### src/rtl/lfsr_rng_ctrl.sv
// Sequencer/arbiter for a shared free-running LFSR: seeds it, enforces a warm-up gap,
// and hands one registered q snapshot per grant to N round-robin requesters.
// Optional build macro: LFSR_LOCKUP_DET_EN (all-zero detection and automatic reseed).
module lfsr_rng_ctrl #(
  parameter int          W            = 26,
  parameter int          N            = 4,
  parameter int          GAP          = 4,
  parameter logic [W-1:0] SEED_DEFAULT = 26'h3084F27
) (
  input  logic         clk,
  input  logic         rst_n,
  input  logic [N-1:0] req,
  output logic [N-1:0] gnt,
  output logic         rnd_valid,
  output logic [W-1:0] rnd_data,
  input  logic         seed_req,
  input  logic [W-1:0] seed_data,
  output logic         lfsr_load,
  output logic [W-1:0] lfsr_din,
  input  logic [W-1:0] lfsr_q,
  output logic         busy,
  output logic [7:0]   lockup_cnt
);

  localparam int PW = (N > 1) ? $clog2(N) : 1;
  localparam int CW = (GAP > 1) ? $clog2(GAP) : 1;

  typedef enum logic [1:0] {SEED, WARM, IDLE, SERVE} state_t;

  state_t         state;
  logic [CW-1:0]  cnt;
  logic [PW-1:0]  ptr;
  logic [PW-1:0]  win;
  logic [W-1:0]   seed_sel;
  logic           lockup;
  logic [PW:0]    pick;

  // Handshake: a requester raises req and holds it until it sees its one-cycle gnt
  // pulse (rnd_valid/rnd_data qualify that same cycle); dropping req earlier withdraws it.
  function automatic logic [PW:0] rr_pick(input logic [N-1:0] r, input logic [PW-1:0] p);
    logic [PW:0] res;
    int          j;
    res = '0;
    for (int i = N - 1; i >= 0; i--) begin
      j = int'(p) + i;
      if (j >= N) j = j - N;
      if (r[j]) res = {1'b1, PW'(j)};
    end
    return res;
  endfunction

  always_comb begin
    pick = rr_pick(req, ptr);
  end

  assign busy = (state != IDLE);

`ifdef LFSR_LOCKUP_DET_EN
  logic [7:0] lockup_r;
  assign lockup     = (lfsr_q == '0);
  assign lockup_cnt = lockup_r;

  always_ff @(posedge clk) begin
    if (!rst_n) begin
      lockup_r <= 8'h00;
    end else if (lockup && (state == IDLE || state == WARM) && lockup_r != 8'hFF) begin
      lockup_r <= lockup_r + 8'h01;
    end
  end
`else
  assign lockup     = 1'b0;
  assign lockup_cnt = 8'h00;
`endif

  always_ff @(posedge clk) begin
    if (!rst_n) begin
      state     <= SEED;
      seed_sel  <= SEED_DEFAULT;
      cnt       <= '0;
      ptr       <= '0;
      win       <= '0;
      gnt       <= '0;
      rnd_valid <= 1'b0;
      rnd_data  <= '0;
      lfsr_load <= 1'b0;
      lfsr_din  <= '0;
    end else begin
      gnt       <= '0;
      rnd_valid <= 1'b0;
      lfsr_load <= 1'b0;
      case (state)
        SEED: begin
          lfsr_load <= 1'b1;
          lfsr_din  <= seed_sel;
          cnt       <= CW'(GAP - 1);
          state     <= WARM;
        end
        WARM: begin
          if (lockup) begin
            seed_sel <= SEED_DEFAULT;
            state    <= SEED;
          end else if (cnt == '0) begin
            state <= IDLE;
          end else begin
            cnt <= cnt - 1'b1;
          end
        end
        IDLE: begin
          if (lockup) begin
            seed_sel <= SEED_DEFAULT;
            state    <= SEED;
          end else if (seed_req) begin
            // A zero seed would park the LFSR in its lockup state.
            seed_sel <= (seed_data == '0) ? SEED_DEFAULT : seed_data;
            state    <= SEED;
          end else if (pick[PW]) begin
            gnt       <= N'(1) << pick[PW-1:0];
            rnd_valid <= 1'b1;
            rnd_data  <= lfsr_q;
            win       <= pick[PW-1:0];
            state     <= SERVE;
          end
        end
        SERVE: begin
          ptr   <= (win == PW'(N - 1)) ? '0 : win + 1'b1;
          cnt   <= CW'(GAP - 1);
          state <= WARM;
        end
        default: state <= SEED;
      endcase
    end
  end

endmodule
### config.mk
export PLATFORM = sky130hd
export DESIGN_NAME = lfsr_rng_ctrl
export DESIGN_NICKNAME = d
export VERILOG_FILES = /design/src/rtl/lfsr_rng_ctrl.sv
export SDC_FILE = /design/constraint.sdc
export NUM_CORES = 1
export LEC_CHECK = 0
export CAP_MARGIN = 20
export CORE_UTILIZATION = 48
export CTS_CLUSTER_SIZE = 8
export DETAILED_ROUTE_END_ITERATION = 8
export GPL_TIMING_DRIVEN = 0
export HOLD_SLACK_MARGIN = 0.1
export PLACE_DENSITY = 0.85
export SETUP_SLACK_MARGIN = 0.02
export SYNTH_ARGS = -nofsm -noshare
export SYNTH_HDL_FRONTEND = slang
export SYNTH_SLANG_ARGS = --single-unit
### constraint.sdc
create_clock -name clk -period 3.34 [get_ports clk]
set_clock_uncertainty 0.15 [all_clocks]
set_input_delay 0.334 -clock clk [delete_from_list [all_inputs] [get_ports clk]]
set_output_delay 0.334 -clock clk [all_outputs]
set_load 0.01 [all_outputs]
==> impl_metrics.env <==
export IMPL_status="complete, no violations"
export IMPL_final_nets=604
export IMPL_swShare_pct=32.2
export IMPL_synth_edf_count=0
export IMPL_rsz0062_at_grt="false"
export IMPL_gp_congestion=0.839
export IMPL_setup_viol=0
export IMPL_worst_setup_path_start_kind="flop"
export IMPL_synthFlopType="dfxtp_1"
export IMPL_synth_area_um2=3570
export IMPL_synth_area_leader_cell="dfxtp_1"
export IMPL_num_rows=31
export IMPL_power_internal_mw=2.15
export IMPL_grt_max_degree=17
export IMPL_tns_ns=0
export IMPL_drive_gt1_share_pct=8.29
export IMPL_p_leak_nw=1.98
export IMPL_dieArea_um2=7800
export IMPL_drt_iter0_markers=90
export IMPL_synth_fa_ha_area_share_pct=2.45
export IMPL_dr_pass1_iters=6
export IMPL_yosys_area_share_simple_pct=19.1
export IMPL_fin_crit_ns=2.20
export IMPL_clkLatencyLatePin_ns=0.34
export IMPL_ant_nets=0
export IMPL_grt_pass1_vias=2934
export IMPL_utilization_pct=70.6
export IMPL_relSlewSlack_pct=60.2
export IMPL_worstSetupPathType="flop to primary output"
export IMPL_hp_start="rst_n"
export IMPL_pwr_density_cell_nw_per_um2=623
export IMPL_crit_path_frequent_cell="inv_1"
export IMPL_cpPeakStageDelay_ns=0.53
export IMPL_cts_tree="built"
export IMPL_vdd_drop_max_mv=0.318
export IMPL_path_cells="inv_1 > ha_1 > inv_1 > clkdlybuf4s50_1"
export IMPL_cp_max_fo=5
export IMPL_synth_seq_cells=92
export IMPL_post_cts_buffers=0
export IMPL_chipHeight_um=88.3
export IMPL_fmax_ghz=0.455
export IMPL_vias_per_cell=5.03
export IMPL_worstReg2RegStart="state[0]$_SDFFE_PN0P_"
export IMPL_remaining_drc_errors=0
export IMPL_pwr_share_comb_pct=33.2
export IMPL_area_growth_synth_to_final_pct=42.5
export IMPL_synth_top_family_by_area="simple AND/OR/NAND/NOR gates"
export IMPL_track_usage_pct=23.5
export IMPL_nFillCells=579
export IMPL_ctsResizeCount=0
export IMPL_start_util_pct=49.5
export IMPL_vias=3229
export IMPL_seq_area_um2=1840
export IMPL_cts_sinks=92
export IMPL_p_switching_mw=1.02
export IMPL_slowest_stage="clkdlybuf4s50_1"
export IMPL_grt_pass1_wl_um=14100
export IMPL_end_kind="primary output"
export IMPL_grt_antenna_before_repair=0
export IMPL_hpwl_um=6760
export IMPL_clockBufferDepth=2
export IMPL_h_tree_depth=3
export IMPL_core_area_um2=7210
export IMPL_period_share_pct=65.8
export IMPL_wl_per_cell_um=14.0
export IMPL_multi_input_area_um2=1560
export IMPL_synth_compound_area_share_pct=12.8
export IMPL_drt_wl_total_um=9010
export IMPL_dpl_cell_area_um2=4890
export IMPL_async_reset_ff_share_pct=0
export IMPL_synth_mux_area_share_pct=8.40
export IMPL_port_buffers=116
export IMPL_final_cell_area_um2=5090
export IMPL_ctsHoldBuffers=0
export IMPL_p_seq_share_pct=42.4
export IMPL_yosysWarnings=0
export IMPL_startpoint="state[0]$_SDFFE_PN0P_"
export IMPL_power_mw=3.17
export IMPL_netlist_top_cells_area="dfxtp_1 (52%), nand2_1 (8.8%), mux2i_1 (8.4%), a21oi_1 (5.6%), nor2_1 (4.8%)"
export IMPL_drv_slew=0
export IMPL_cts_root_buf="clkbuf_8"
export IMPL_synthDistinctLibCells=37
export IMPL_finalHoldViolCount=0
export IMPL_n_antenna_cell=0
export IMPL_maxCapViolations=0
export IMPL_power_share_clock_pct=24.4
export IMPL_path_clk_slew_ns=0.09
export IMPL_tightestPinTransition_ns=0.596
export IMPL_cp_required_ns=2.86
export IMPL_synthXorXnorAreaFrac_pct=0
export IMPL_io_pins=126
export IMPL_synth_seq_area_share_pct=51.5
export IMPL_min_path_type="input port to flop"
export IMPL_cts_buffers=9
export IMPL_syn_inst=404
export IMPL_grt_ovfl_total=0
export IMPL_critPathArrivalTime_ns=1.71
export IMPL_die_x_um=88.3
export IMPL_avgSynthCellArea_um2=8.85
export IMPL_synth_top_area_share_pct=51.5
[synthesized netlist by cell type (2+ instances only)]
cell and n:
nor4_1 9, a21oi_2 3, o21ai_0 13, mux2i_1 30
buf_2 6, nand2_1 84, ha_1 7, nor2b_1 3
nor2_1 46, inv_1 7, nand2b_1 2, dfxtp_1 92
and2_1 4, nor3_1 2, o221a_2 2, buf_6 2
a21oi_1 40, a211oi_1 12, clkbuf_1 15, buf_4 8
[worst paths after layout]
path | end | slack, ns | cells past startpoint
setup / recovery | busy | 1.14 | 4
hold / removal | seed_sel[11]$_SDFFE_PN1P_ | 0.21 | 2
setup reg to reg | rnd_data[13]$_SDFFE_PN0P_ | 1.34 | 7
hold reg to reg | seed_sel[22]$_SDFFE_PN0P_ | 0.31 | 2
[per-stage QoR]
step | cells | setup WS (ns) | hold slack, ns
3_5_place_dp | 626 | 1.14 | 0.296
5_1_grt | 642 | 1.04 | 0.237
6_report | 642 | 1.14 | 0.211
3_3_place_gp | 626 | 1.17 | 0.290
4_1_cts | 642 | 1.12 | 0.191
2_1_floorplan | 411 | 1.68 | 0.286
[routing by layer]
layer	vias up	wire length (µm)	track usage, %
li1	1611	-	-
met1	1497	3860	28.7
met2	93	4470	39.9
met3	28	407	4.10
met4	0	277	11.7
met5	-	0	0
[state kept, by name, indices dropped and copies added (netlist names)]
| name | flops |
|---|---|
| cnt | 2 |
| gnt | 4 |
| lfsr_din | 26 |
| lfsr_load | 1 |
| ptr | 2 |
| rnd_data | 26 |
| rnd_valid | 1 |
| seed_sel | 26 |
| state | 2 |
| win | 2 |
[cell usage in the layout, fill, tap and decap left out, types with 2 or more instances in the layout]
cell,n
a211oi_1,12
a21oi_1,40
a21oi_2,3
and2_1,4
buf_2,6
buf_4,8
buf_6,2
clkbuf_1,15
clkbuf_8,10
clkdlybuf4s50_1,116
conb_1,8
dfxtp_1,92
ha_1,7
inv_1,7
inv_6,3
mux2i_1,30
nand2_1,84
nand2b_1,2
nor2_1,46
nor2b_1,3
nor3_1,2
nor4_1,9
o21ai_0,13
o221a_2,2
[worst max-delay path, delay by kind of cell, from the launching register on]
family,cells,cell delay (ns)
fa+ha+maj,1,0.27
buf+inv,3,0.72
flops,1,0.40
[cell families after synthesis]
kind of cell / count (synthesis)
mux: 30
flops: 92
simple gates: 159
compound gates: 76
other cells: 1
buf+inv: 39
fa+ha+maj: 7
[final cells by class]
cell class / instances / area share, %
multi-input combinational: 280 / 30.6
inverter: 8 / 0.590
tap: 99 / 2.43
clock inverter: 6 / 1.38
clock buffer: 10 / 2.70
sequential: 92 / 36.2
buffer: 31 / 3.32
timing repair buffer: 116 / 22.8
[power by group through the flow]
stage | Clock (mW) | Combinational, mW | Sequential (mW)
after detailed placement | 0 | 1.05 | 1.37
after floorplan | 0 | 0.586 | 1.40
after global routing | 0.837 | 1.15 | 1.36
after global placement | 0 | 1.01 | 1.36
after CTS | 0.787 | 1.06 | 1.35
final | 0.774 | 1.05 | 1.35
Power figures use the tool's default switching activity.
